## config.mk

```make
export PLATFORM = sky130hd
export DESIGN_NAME = dig_ctrl_spi_host
export DESIGN_NICKNAME = d
export VERILOG_FILES = /design/src/rtl/dig_ctrl_spi_host.sv
export SDC_FILE = /design/constraint.sdc
export NUM_CORES = 1
export LEC_CHECK = 0
export CELL_PAD_IN_SITES_DETAIL_PLACEMENT = 0
export CELL_PAD_IN_SITES_GLOBAL_PLACEMENT = 1
export CORE_MARGIN = 1.5
export CORE_UTILIZATION = 40
export DETAILED_ROUTE_END_ITERATION = 6
export PLACE_DENSITY = 0.83
export SLEW_MARGIN = 20
export SYNTH_ARGS = -nofsm -noshare
export SYNTH_HDL_FRONTEND = slang
export SYNTH_SLANG_ARGS = --single-unit
```

## constraint.sdc

```tcl
create_clock -name clk_i -period 2.1 [get_ports clk_i]
set_input_delay 0.315 -clock clk_i [delete_from_list [all_inputs] [get_ports clk_i]]
set_output_delay 0.315 -clock clk_i [all_outputs]
set_load 0.01 [all_outputs]
```

## src/rtl/dig_ctrl_spi_host.sv

```systemverilog
// ----------------------------------------------------------------------------
// dig_ctrl_spi_host
//   SPI host, mode 0 (CPOL=0, CPHA=0), MSB first. Turns a byte-wide
//   valid/ready stream into SPI transfers on sclk/mosi/cs and returns every
//   byte shifted in on miso as a one-cycle rx_valid pulse. Bytes flagged
//   tx_last_i close the transaction (CS released); other bytes keep CS low
//   and wait for the next byte.
//
// Parameters
//   CLK_DIV     SCLK half-period in clk_i cycles (>=1)
//
// Ports
//   clk_i       system clock
//   rst_ni      synchronous active-low reset
//   tx_data_i   byte to transmit
//   tx_last_i   byte ends the transaction
//   tx_valid_i  tx_data_i/tx_last_i valid
//   tx_ready_o  host can take a byte (IDLE or NEXT, never during reset)
//   rx_data_o   byte received during the byte just completed
//   rx_valid_o  one-cycle pulse when rx_data_o updates
//   busy_o      high whenever the host is not IDLE
//   spi_sclk_o  SPI clock, idles low
//   spi_mosi_o  SPI data out
//   spi_miso_i  SPI data in, sampled on SCLK rising edges
//   spi_cs_o    chip select, active low, idles high
// ----------------------------------------------------------------------------
module dig_ctrl_spi_host #(
   parameter int CLK_DIV = 4
) (
   input  logic       clk_i,
   input  logic       rst_ni,
   input  logic [7:0] tx_data_i,
   input  logic       tx_last_i,
   input  logic       tx_valid_i,
   output logic       tx_ready_o,
   output logic [7:0] rx_data_o,
   output logic       rx_valid_o,
   output logic       busy_o,
   output logic       spi_sclk_o,
   output logic       spi_mosi_o,
   input  logic       spi_miso_i,
   output logic       spi_cs_o
);

   localparam int DW = (CLK_DIV > 1) ? $clog2(CLK_DIV) : 1;

   typedef enum logic [2:0] {
      S_IDLE,
      S_LEAD,
      S_SHIFT,
      S_NEXT,
      S_TRAIL,
      S_GAP
   } state_e;

   state_e          state_q, state_d;
   logic [DW-1:0]   div_q, div_d;
   logic [3:0]      edge_q, edge_d;     // SCLK edges already issued in this byte
   logic            sclk_q, sclk_d;
   logic            mosi_q, mosi_d;
   logic            cs_q, cs_d;
   logic [7:0]      tx_sh_q, tx_sh_d;
   logic [7:0]      rx_sh_q, rx_sh_d;
   logic [7:0]      rx_data_q, rx_data_d;
   logic            rx_valid_q, rx_valid_d;
   logic            last_q, last_d;

   logic            tick;
   logic            gap_done;
   logic            accept;
   logic [DW-1:0]   div_inc;

   assign tick    = (div_q == DW'(CLK_DIV - 1));
   assign div_inc = tick ? '0 : div_q + 1'b1;

   // The IDLE cycle that precedes the next accept also holds CS high, so GAP
   // only needs CLK_DIV-1 cycles to guarantee CLK_DIV cycles of CS high.
   // With CLK_DIV == 1 GAP is never entered.
   assign gap_done = (int'(div_q) == CLK_DIV - 2);

   assign tx_ready_o = rst_ni & ((state_q == S_IDLE) | (state_q == S_NEXT));
   assign accept     = tx_valid_i & tx_ready_o;

   always_comb begin
      state_d    = state_q;
      div_d      = '0;
      edge_d     = edge_q;
      sclk_d     = sclk_q;
      mosi_d     = mosi_q;
      cs_d       = cs_q;
      tx_sh_d    = tx_sh_q;
      rx_sh_d    = rx_sh_q;
      rx_data_d  = rx_data_q;
      rx_valid_d = 1'b0;
      last_d     = last_q;

      case (state_q)
         S_IDLE: begin
            cs_d   = 1'b1;
            sclk_d = 1'b0;
            mosi_d = 1'b0;
            if (accept) begin
               tx_sh_d = tx_data_i;
               last_d  = tx_last_i;
               cs_d    = 1'b0;
               mosi_d  = tx_data_i[7];
               edge_d  = '0;
               state_d = S_LEAD;
            end
         end

         // CS low, SCLK low: bit 7 already on mosi for a full half-period
         // before the first tick of SHIFT raises SCLK.
         S_LEAD: begin
            div_d = div_inc;
            if (tick) state_d = S_SHIFT;
         end

         S_SHIFT: begin
            div_d = div_inc;
            if (tick) begin
               edge_d = edge_q + 4'd1;
               if (!sclk_q) begin
                  sclk_d  = 1'b1;
                  rx_sh_d = {rx_sh_q[6:0], spi_miso_i};
               end else begin
                  sclk_d = 1'b0;
                  if (edge_q == 4'd15) begin
                     // 8th falling edge: byte done, mosi keeps bit 0
                     rx_data_d  = rx_sh_q;
                     rx_valid_d = 1'b1;
                     state_d    = last_q ? S_TRAIL : S_NEXT;
                  end else begin
                     mosi_d  = tx_sh_q[6];
                     tx_sh_d = {tx_sh_q[6:0], 1'b0};
                  end
               end
            end
         end

         S_NEXT: begin
            if (accept) begin
               tx_sh_d = tx_data_i;
               last_d  = tx_last_i;
               mosi_d  = tx_data_i[7];
               edge_d  = '0;
               state_d = S_LEAD;
            end
         end

         S_TRAIL: begin
            div_d = div_inc;
            if (tick) begin
               cs_d    = 1'b1;
               mosi_d  = 1'b0;
               state_d = (CLK_DIV == 1) ? S_IDLE : S_GAP;
            end
         end

         S_GAP: begin
            div_d = div_inc;
            if (gap_done) begin
               div_d   = '0;
               state_d = S_IDLE;
            end
         end

         default: begin
            state_d = S_IDLE;
            cs_d    = 1'b1;
            sclk_d  = 1'b0;
            mosi_d  = 1'b0;
         end
      endcase
   end

   always_ff @(posedge clk_i) begin
      if (!rst_ni) begin
         state_q    <= S_IDLE;
         div_q      <= '0;
         edge_q     <= '0;
         sclk_q     <= 1'b0;
         mosi_q     <= 1'b0;
         cs_q       <= 1'b1;
         tx_sh_q    <= '0;
         rx_sh_q    <= '0;
         rx_data_q  <= '0;
         rx_valid_q <= 1'b0;
         last_q     <= 1'b0;
      end else begin
         state_q    <= state_d;
         div_q      <= div_d;
         edge_q     <= edge_d;
         sclk_q     <= sclk_d;
         mosi_q     <= mosi_d;
         cs_q       <= cs_d;
         tx_sh_q    <= tx_sh_d;
         rx_sh_q    <= rx_sh_d;
         rx_data_q  <= rx_data_d;
         rx_valid_q <= rx_valid_d;
         last_q     <= last_d;
      end
   end

   assign busy_o     = (state_q != S_IDLE);
   assign spi_sclk_o = sclk_q;
   assign spi_mosi_o = mosi_q;
   assign spi_cs_o   = cs_q;
   assign rx_data_o  = rx_data_q;
   assign rx_valid_o = rx_valid_q;

endmodule

```

**After elaboration in Yosys (flattened, before gate mapping)**

Index checks and enable logic that the tools add are counted.

- Add/subtract/negate cells: 2
- Eq/ne operators: 17
- Muxes and demuxes: 34
- Bitwise gates (word level): 7
- Reduce and logical (&&, ||, !) cells: 18

Operators by type and width:

| cell | number |
|---|---|
| $mux W7 | 4 |
| $mux W3 | 8 |
| $ne A2 B2 Y1 const B | 8 |
| $pmux W3 S5 | 1 |
| $pmux W7 S2 | 1 |
| $mux W1 | 11 |
| $mux W4 | 2 |
| $pmux W4 S2 | 1 |
| $reduce_and A4 Y1 | 2 |
| $reduce_or A4 Y1 | 2 |
| $reduce_and A7 Y1 | 1 |
| $eq A3 B2 Y1 const B | 2 |
| $eq A3 B3 Y1 const B | 2 |
| $reduce_and A2 Y1 | 3 |
| $reduce_and A3 Y1 | 2 |
| $reduce_and A6 Y1 | 1 |
| $pmux W1 S5 | 1 |
| $reduce_and A5 Y1 | 1 |
| $add A4 B1 Y4 const B | 1 |
| $eq A2 B2 Y1 const B | 2 |
| $eq A4 B4 Y1 const B | 1 |
| $mux W2 | 2 |
| $not A1 Y1 | 4 |
| $pmux W2 S2 | 1 |
| other kinds (12) | 14 |

- Flip-flop bits (word level): 37
- Input port bits: 13
- Output and inout port bits: 14

**Logic depth before layout (Yosys ltp)**

Gate-level depths: netlist of the first run.

- Depth in word-level cells: 6
- Depth in mapped cells: 7

**Worst setup path after synthesis of the first run**

OpenSTA, ideal clock, no wires.

- Kind: reg2reg
- From: register div_q[0]
- To: register tx_sh_q[1]
- Data arrival time: 1,473 ps
- Setup slack: 495 ps
- Stages on the path, launching flop included: 7
- Cell sequence: dfxtp_1 -> ha_1 -> clkbuf_2 -> and4bb_2 -> nand3_1 -> a221oi_1 -> nor3_1

- Cells in the longest elaborated chain, start to end: 3

Ends and longest elaborated chain:

| what | line | RTL |
|---|---|---|
| start: declaration | 57 | `logic [DW-1:0] div_q, div_d;` |
| start signal: assignment | 192 | `div_q <= div_d;` |
| $eq A2 B2 Y1 | 73 | `assign tick = (div_q == DW'(CLK_DIV - 1));` |
| $ne A2 B2 Y1 (no source line) | n/a |  |
| $reduce_and A5 Y1 (no source line) | n/a |  |
| end signal: assignment | 197 | `tx_sh_q <= tx_sh_d;` |
| end: declaration | 62 | `logic [7:0] tx_sh_q, tx_sh_d;` |

No other way between the ends.
A chain may end at the register's enable or synchronous reset.

**Worst setup path after layout of the first run**

- From: input rst_ni
- To: output tx_ready_o

- Cells in the longest elaborated chain, start to end: 1

Ends and longest elaborated chain:

| what | line | RTL |
|---|---|---|
| start: declaration | 31 | `input logic rst_ni,` |
| $and A1 B1 Y1 | 81 | `assign tx_ready_o = rst_ni & ((state_q == S_IDLE) \| (state_q == S_NEXT));` |
| end: declaration | 35 | `output logic tx_ready_o,` |

No other way between the ends.

==> metrics.txt, run 1 <==
worst path required time=1780 ps; Post-synth ARST share=0%; Core Area=4444 um^2; number of failing setup endpoints in the final timing report=0; worst setup path category=input pin to output port; drc violations=0; H-tree levels=2; n_diodes=0; max-slew headroom at the worst pin=76.34%; post-CTS clock slew at the launch and capture registers of the worst setup and hold paths=70 ps; maximum resistive drop on vdd=428.1 uV; top achievable clock speed=505.0 MHz; commonest cells in the synthesized netlist=dfxtp_1 (37), nor2_1 (26), mux2i_1 (21); drt wl/cell=13.78 um; most frequent cell after synthesis=dfxtp_1; post-route total power=1.741 mW; CP Data Arrival Time=1670 ps; hold-fix buffers at CTS=0; maximum clock insertion buffer count=2; half-perimeter wire length of the detailed placement result=2945 um; Tmin final=1980 ps; vias in the first global route=1545; post-synthesis instance area=1884 um^2; final slew viol count=0; switching part of the total=27.71%; GR Overflow Total=0; predominant post-synthesis flop cell=dfxtp_1; worst clock skew on the final layout=6.091 ps; io pins=27; Die Ht=71.64 um; Final Routed Wirelength=4189 um; CTS buffer count=5; number of gates resized after cts=0; total clock sinks=37; total power per unit cell area=742.2 nW/um^2; placed cell count=296; total setup buffers inserted after CTS=0; Root Buffer Master=clkbuf_8; Via Count=1639; antenna violations before repair=0; total number of placement rows=24; Clk pwr share=35.5%; proportion of netlist area held by the largest area contributor=39.31%; total number of yosys warnings=0; final antenna-violating net count=0; initial core utilization=42.40%; count of distinct cell types in the synthesized netlist=42; share of total power in combinational logic=21.4%; number of enable-type register cells in the synthesized netlist=0; proportion of power drawn by flip-flops and latches=43.2%; leakage power=0.9478 nW; number of nets in the layout=269; Total Die Area=5132 um^2; CTS tree=yes; die outline width=71.64 um; Final TNS setup=0 ps; crit share post-route=94.30%; transition at the pin with the smallest max-transition slack=354.4 ps; startpoint type of the worst setup path=input pin; insertion delay of the later-clocked pin in the worst-skew pair=290 ps; final hold vios=0; Port Buf Inserts=26; number of standard cells in the final layout excluding fillers=304; library cell with the largest summed area after synthesis=dfxtp_1; Synth Area per Inst=8.526 um^2; number of standard cells after synthesis=221; DRT Pass-1 Iters=7; Net Count, Synth=239; Starting DRT DRC Count=120; Power Internal=1.259 mW; unrepaired setup endpoints after global routing=no; vias per cell=5.391; # Max-Cap Violations=0; count of state elements after synthesis=37; top post-synthesis cells by area=dfxtp_1 (39%), mux2i_1 (11%), nor2_1 (5.2%); Worst Setup End Kind=output port; switching power summed over all nets=0.4824 mW; maximum number of pins on one net before global-route repair=30; min-delay worst type=flip-flop to flip-flop; GPL Wtd Cong=0.9167; maximum fanout count along the critical path=5; overall fraction of global-route tracks in use=17.73%; sequential cell area fraction in the yosys report=39.31%; first-pass GRT wire length=7182 um; share of layout cells above drive strength 1=10.32%; status=complete, no violations; signed area change from the synthesized netlist to the final layout=24.50%
==> power by group through the flow <==
stage	clock, mW	combinational (mW)	sequential [mW]
finish	0.617	0.372	0.752
detailed placement	0	0.372	0.769
global placement	0	0.375	0.768
CTS	0.636	0.374	0.752
floorplan	0	0.256	0.768
global route	0.669	0.417	0.757
==> cell families (layout without fill, tap and decap cells) <==
| logic type | after synthesis | count (layout) | share of synthesized area (%) |
|---|---|---|---|
| XOR/XNOR | 1 | 1 | 0.4649 |
| AND/OR/NAND/NOR | 97 | 97 | 26.83 |
| adder cells (fa/ha/maj) | 5 | 5 | 3.320 |
| flip-flops | 37 | 37 | 39.31 |
| AO/OA/AOI/OAI | 38 | 38 | 13.48 |
| buffers and inverters | 21 | 52 | 4.847 |
| multiplexers | 22 | 22 | 11.75 |
==> registers in the layout, summed over array words and instances (netlist names) <==
name,cells
tx_sh_q,7
last_q,1
rx_data_o,8
rx_valid_o,1
rx_sh_q,8
edge_q,4
div_q,2
spi_sclk_o,1
spi_mosi_o,1
spi_cs_o,1
state_q,3
==> path summary, 6_finish.rpt <==
| check | from | to | slack [ps] | cells after the start |
|---|---|---|---|---|
| hold / removal | spi_mosi_o | spi_mosi_o | 470 | 2 |
| setup / recovery | rst_ni | tx_ready_o | 120 | 4 |
| hold reg to reg | spi_mosi_o | spi_mosi_o | 470 | 2 |
| setup reg to reg | div_q[0] | tx_sh_q[4] | 330 | 5 |
==> placed cells by master, fill, tap and decap left out, types with 11 or more instances in the layout <==
cell	n
nor3_1	14
a21oi_1	11
dfxtp_1	37
clkdlybuf4s50_1	26
buf_4	12
mux2i_1	21
and3_1	11
nor2_1	26
nand3_1	15
nand2_1	11
==> critical path, cell delays in order <==
cell and delay, ps:
clkdlybuf4s50_1 610, inv_1 90, nor2_1 110, clkdlybuf4s50_1 540
==> stage by stage <==
| step | hold WS, ps | area [um^2] | utilization [%] | worst slack (ps) |
|---|---|---|---|---|
| 2_1_floorplan | 443.8 | 1884 | - | 494.9 |
| 3_3_place_gp | 454.6 | 2231 | 50.20 | 127.4 |
| 3_5_place_dp | 460.8 | 2231 | 50.20 | 107.0 |
| 4_1_cts | 471.3 | 2346 | 52.79 | 85.76 |
| 5_1_grt | 501.0 | 2346 | 52.79 | 15.29 |
| 6_report | 473.0 | 2346 | 52.79 | 119.7 |
==> routing by layer <==
| metal | track usage, % | part of all wire [%] |
|---|---|---|
| met1 | 24.27 | 48 |
| met2 | 27.06 | 46 |
| met3 | 5.485 | 4.9 |
| met4 | 5.031 | 1.2 |
| met5 | 0 | 0 |
==> area by class of cell <==
class / instances / area [um^2]
multi-input combinational: 163 / 1052
tap: 52 / 65.06
inverter: 6 / 22.52
clock buffer: 5 / 68.82
sequential: 37 / 740.7
clock inverter: 3 / 46.29
timing repair buffer: 38 / 350.3
fill: 423 / 2098
No activity file was read; power rests on OpenSTA's default activity.
==> run 2, diff against run 1 <==
MAX_ROUTING_LAYER = met4   (was unset)
==> metrics.txt, run 2 (synthesis gave the netlist of run 1 again) <==
Core Area=4444 um^2 (unchanged); Via Count=1664 (+1.5%); post-CTS clock slew at the launch and capture registers of the worst setup and hold paths=70 ps (about the same); total power per unit cell area=706.7 nW/um^2 (-4.8%); fillcell total=438 (+3.5%); DRT Pass-1 Iters=6 (-1); cell breakdown of the critical path=xnor2_1 -> nand2_1 -> nor2_1 -> clkdlybuf4s50_1; number of failing setup endpoints in the final timing report=0 (unchanged); final hold vios=0 (unchanged); GPL Wtd Cong=0.9293 (+1.4%); startpoint type of the worst setup path=flip-flop; Total Die Area=5132 um^2 (unchanged); kind of cell with the highest combined delay on the critical path=buffers and inverters; Root Buffer Master=clkbuf_8; GR Overflow Total=0 (unchanged); worst clock skew on the final layout=6.310 ps (+0.2185 ps); Final Routed Wirelength=4066 um (-2.9%); first-pass GRT wire length=6989 um (-2.7%); vias per cell=5.456 (+1.2%); Tmin final=1926 ps (-54.33 ps); share of layout cells above drive strength 1=11.46% (+1.1 points); hold-fix buffers at CTS=0 (unchanged); total clock sinks=37 (unchanged); worst setup path category=flip-flop to output port; total number of placement rows=24 (unchanged); proportion of power drawn by flip-flops and latches=45.9% (+2.7 points); unrepaired setup endpoints after global routing=no; Worst path slowest cell=clkdlybuf4s50_1; final slew viol count=0 (unchanged); final antenna-violating net count=0 (unchanged); insertion delay of the later-clocked pin in the worst-skew pair=290 ps (about the same); biggest cell delay along the critical path=540 ps (-70 ps); switching power summed over all nets=0.4979 mW (+3.2%); number of nets in the layout=270 (+0.37%); worst path required time=1780 ps (about the same); Worst Setup End Kind=output port; Clk pwr share=30.8% (-4.7 points); # Max-Cap Violations=0 (unchanged); top achievable clock speed=519.2 MHz (+2.8%); most common cell after layout, fill and taps aside=dfxtp_1; Power Internal=1.150 mW (-8.6%); crit share post-route=91.71% (-2.6 points); commonest cells after routing, fill and taps aside=dfxtp_1 (36), nor2_1 (26), clkdlybuf4s50_1 (26); antenna violations before repair=0 (unchanged); Final TNS setup=0 ps (unchanged); maximum resistive drop on vdd=396.7 uV (-7.3%); Starting DRT DRC Count=126 (+5.0%); io pins=27 (unchanged); CP Data Arrival Time=1610 ps (-60 ps); leakage power=0.9405 nW (-0.77%); status=complete, no violations; maximum number of pins on one net before global-route repair=30 (unchanged); drc violations=0 (unchanged); drt wl/cell=13.33 um (-3.3%); max-slew headroom at the worst pin=74.03% (-2.3 points); CTS tree=yes; overall fraction of global-route tracks in use=17.50% (-0.23 points); half-perimeter wire length of the detailed placement result=2938 um (-0.22%); Port Buf Inserts=26 (unchanged); final setup margin=174.0 ps (+54.33 ps); maximum fanout count along the critical path=6 (+1); worst slack at placement=141.1 ps (+34.03 ps); total buffers and inverters traversed by the critical path=1 (-2); maximum clock insertion buffer count=2 (unchanged); share of total power in combinational logic=23.3% (+1.9 points); CTS buffer count=5 (unchanged); signed area change from the synthesized netlist to the final layout=23.77%; switching part of the total=30.21% (+2.5 points); transition at the pin with the smallest max-transition slack=384.4 ps (+29.98 ps); vias in the first global route=1497 (-3.1%); min-delay worst type=flip-flop to flip-flop; Die Ht=71.64 um (unchanged); H-tree levels=2 (unchanged); die outline width=71.64 um (unchanged); n_diodes=0 (unchanged); initial core utilization=42.40% (unchanged)
[run 2: what timing repair did]
| action | CTS | global route |
|---|---|---|
| resized for setup | 0 | 2 |
| endpoints found under the setup margin | 0 | 2 |
| setup buffers | 0 | 0 |
[run 2: layout make-up]
class,instances,area [um^2],share of cell area (%)
multi-input combinational,163,1055,45.23
timing repair buffer,39,357.8,15.34
sequential,37,742.0,31.81
tap,52,65.06,2.790
clock inverter,3,21.27,0.9120
clock buffer,5,68.82,2.951
inverter,6,22.52,0.9657
[run 2: power groups by stage]
stage	logic [mW]	registers [mW]	clock network, mW
after global routing	0.428	0.761	0.551
after CTS	0.382	0.756	0.523
after detailed placement	0.379	0.773	0
after floorplan	0.256	0.768	0
final	0.383	0.757	0.508
after global placement	0.383	0.772	0
[run 2: metal layers]
layer | routed length, um | vias up | track usage (%)
met5 | 0 | - | -
met4 | 47 | 0 | 6.080
met3 | 178 | 7 | 3.938
met2 | 1866 | 37 | 24.90
met1 | 1974 | 769 | 24.43
li1 | - | 851 | -
[run 2: path summary, 6_finish.rpt]
kind                            startpoint         end  slack, ps  depth (start not counted)
worst max-delay path            state_q[0]  tx_ready_o        170                          4
worst min-delay path            spi_mosi_o  spi_mosi_o        460                          2
worst max register to register    div_q[0]  tx_sh_q[4]        260                          5
worst min register to register  spi_mosi_o  spi_mosi_o        460                          2
[run 2: tightest hold or removal path: stages (launching register included)]
cell,delay (ps)
dfxtp_1,310
nand2_1,50
mux2i_1,50
[run 2: through the flow]
step	hold WS [ps]	instance area (um^2)	util [%]	power, mW	instances
global route	503.5	2332	52.48	1.741	305
floorplan	443.8	1884	-	1.024	221
finish	464.1	2332	52.48	1.648	305
detailed placement	453.5	2238	50.37	1.152	297
CTS	464.0	2328	52.39	1.661	305
global placement	445.5	2238	50.37	1.155	297
==> run 3, diff against run 2 <==
ABC_AREA = 1   (was unset)
CORE_UTILIZATION = 38   (was 40)
PLACE_DENSITY = 0.84   (was 0.83)
==> metrics.txt, run 3 <==
commonest cells after routing, fill and taps aside=nand2_1 (50), nor2_1 (36), dfxtp_1 (35); final hold vios=0 (unchanged); DRT Pass-1 Iters=6 (unchanged); top post-synthesis cells by area=dfxtp_1 (42%), nand2_1 (11%), nand3_1 (7.9%); fillcell total=461 (+5.3%); Core Area=4444 um^2 (unchanged); final antenna-violating net count=0 (unchanged); maximum fanout count along the critical path=7 (+1); total power per unit cell area=976.7 nW/um^2 (+38%); insertion delay of the later-clocked pin in the worst-skew pair=290 ps (about the same); drt wl/cell=11.98 um (-10%); post-route total power=2.174 mW (+32%); Tmin final=1976 ps (+50.34 ps); max-slew headroom at the worst pin=73.23% (-0.80 points); commonest cells in the synthesized netlist=nand2_1 (50), dfxtp_1 (37), nor2_1 (37); violated checks=DRC; final slew viol count=0 (unchanged); post-CTS clock slew at the launch and capture registers of the worst setup and hold paths=80 ps (about the same); most frequent cell after synthesis=nand2_1; GR Overflow Total=0 (unchanged); maximum resistive drop on vdd=463.4 uV (+17%); library cell with the largest summed area after synthesis=dfxtp_1; io pins=27 (unchanged); worst path required time=1780 ps (about the same); initial core utilization=40.06% (-2.3 points); proportion of netlist area held by the largest area contributor=41.60% (+2.3 points); total number of yosys warnings=0 (unchanged); maximum number of pins on one net before global-route repair=24 (-20%); vias in the first global route=1611 (+7.6%); total cell area at the placement stage=2123 um^2 (-5.1%); GPL Wtd Cong=0.8478 (-8.8%); transition at the pin with the smallest max-transition slack=400.5 ps (+16.10 ps); antenna violations before repair=0 (unchanged); number of nets in the layout=308 (+14%); Via Count=1721 (+3.4%); signed area change from the synthesized netlist to the final layout=25.02%; Post-synth ARST share=0% (unchanged); leakage power=0.9129 nW (-2.9%); Die Ht=71.45 um (-0.26%); Worst path slowest cell=clkdlybuf4s50_1; placed cell count=334 (+12%); predominant post-synthesis flop cell=dfxtp_1; Total Die Area=5105 um^2 (-0.52%); overall fraction of global-route tracks in use=18.29% (+0.80 points); cell breakdown of the critical path=nor2_2 -> nand2_2 -> nand2_4 -> clkinv_1 -> nor2_1 -> clkdlybuf4s50_1; vias per cell=5.017 (-8.0%); startpoint type of the worst setup path=flip-flop; drc violations=4 (+4); number of failing setup endpoints in the final timing report=0 (unchanged); worst setup path category=flip-flop to output port; share of layout cells above drive strength 1=10.65% (-0.81 points); Final Routed Wirelength=4109 um (+1.1%); sequential cell area fraction in the yosys report=41.60% (+2.3 points); half-perimeter wire length of the detailed placement result=2906 um (-1.1%); CP Data Arrival Time=1660 ps (+50 ps); most common cell after layout, fill and taps aside=nand2_1; top achievable clock speed=506.0 MHz (-2.5%); CTS tree=yes; fraction of the core area covered by cells at the end of the flow=50.08% (-2.4 points); Worst Setup End Kind=output port; Net Count, Synth=273 (+14%); biggest cell delay along the critical path=530 ps (about the same); hold-fix buffers at CTS=0 (unchanged); die outline width=71.45 um (-0.26%); count of state elements after synthesis=37 (unchanged); Starting DRT DRC Count=84 (-33%); unrepaired setup endpoints after global routing=no; post-synthesis instance area=1780 um^2 (-5.5%); Final TNS setup=0 ps (unchanged); first-pass GRT wire length=7231 um (+3.5%); # Max-Cap Violations=0 (unchanged); n_diodes=0 (unchanged); maximum clock insertion buffer count=2 (unchanged); number of standard cells after synthesis=255 (+15%); worst clock skew on the final layout=6.844 ps (+0.5341 ps); number of enable-type register cells in the synthesized netlist=0 (unchanged); crit share post-route=94.11% (+2.4 points); Synth Area per Inst=6.982 um^2 (-18%); H-tree levels=2 (unchanged); status=finished with violations; Port Buf Inserts=26 (unchanged); number of standard cells in the final layout excluding fillers=343 (+12%); count of distinct cell types in the synthesized netlist=25 (-40%); Root Buffer Master=clkbuf_8; area of all placed cells without fillers=2226 um^2 (-4.6%); CTS buffer count=5 (unchanged); total clock sinks=37 (unchanged); min-delay worst type=flip-flop to flip-flop; total number of placement rows=24 (unchanged)
## run 3: changes by cell type after synthesis, sizes merged, moves of 6 or more
| cell | delta |
|---|---|
| o21ai | +11 |
| nor2 | +12 |
| a21oi | +14 |
| mux2i | -21 |
| a221oi | -6 |
| and3 | -11 |
| inv | +22 |
| nand3 | +16 |
| nand2 | +43 |
| nor3 | -14 |
## run 3: what timing repair did
| item | in CTS | in global routing |
|---|---|---|
| buffers inserted | 0 | 1 |
| pin swaps | 0 | 1 |
| setup endpoints to repair | 1 | 1 |
| gates resized for setup | 3 | 0 |
## run 3: worst paths after layout
| kind | start | end | slack [ps] | cells past startpoint |
|---|---|---|---|---|
| max | state_q[1] | tx_ready_o | 120 | 6 |
| min | rx_data_o[1] | rx_data_o[1] | 440 | 2 |
| max reg2reg | div_q[0] | rx_data_o[7] | 480 | 6 |
| min reg2reg | rx_data_o[1] | rx_data_o[1] | 440 | 2 |
## run 3: cell families after synthesis
group / synth area share (%)
DFF: 41.60
and+or+nand+nor: 31.83
AOI/OAI and AO/OA: 14.19
xor gates and xnor gates: 0.9840
buffers and inverters: 7.870
adders and majority gates: 3.514
## run 3: area by class of cell
type	count	area (um^2)	share of cell area (%)
clock buffer	5	68.82	3.092
clock inverter	3	21.27	0.9556
tap	52	65.06	2.923
multi-input combinational	183	902.1	40.53
inverter	30	112.6	5.059
timing repair buffer	33	312.8	14.05
sequential	37	743.2	33.39
## run 3: routing by layer
| metal | wire (um) | track usage, % | up-vias | share of wire [%] |
|---|---|---|---|---|
| met5 | 0 | - | - | 0 |
| met3 | 231 | 3.797 | 7 | 5.6 |
| li1 | - | - | 897 | - |
| met2 | 1750 | 28.14 | 41 | 43 |
| met4 | 37 | 5.031 | 0 | 0.90 |
| met1 | 2089 | 24.56 | 776 | 51 |
## run 3: stage by stage
| step | hold slack (ps) | setup WS, ps |
|---|---|---|
| after floorplan | 441.0 | 600.1 |
| after global placement | 433.7 | 202.2 |
| after detailed placement | 435.7 | 195.3 |
| after CTS | 448.6 | 25.24 |
| after global routing | 465.4 | 24.13 |
| final | 443.8 | 123.7 |
## run 3: worst max-delay path, delay by kind of cell, from the launching register on
family / cells / cell delay (ps)
buffers and inverters: 2 / 590
flip-flops: 1 / 370
AND/OR/NAND/NOR: 4 / 400
## run 3: power breakdown
part	leakage (nW)	switching, mW	internal (mW)
clock	0.0445	0.279	0.236
sequential	0.300	0.0554	0.766
combinational	0.568	0.510	0.327
total	0.913	0.845	1.33
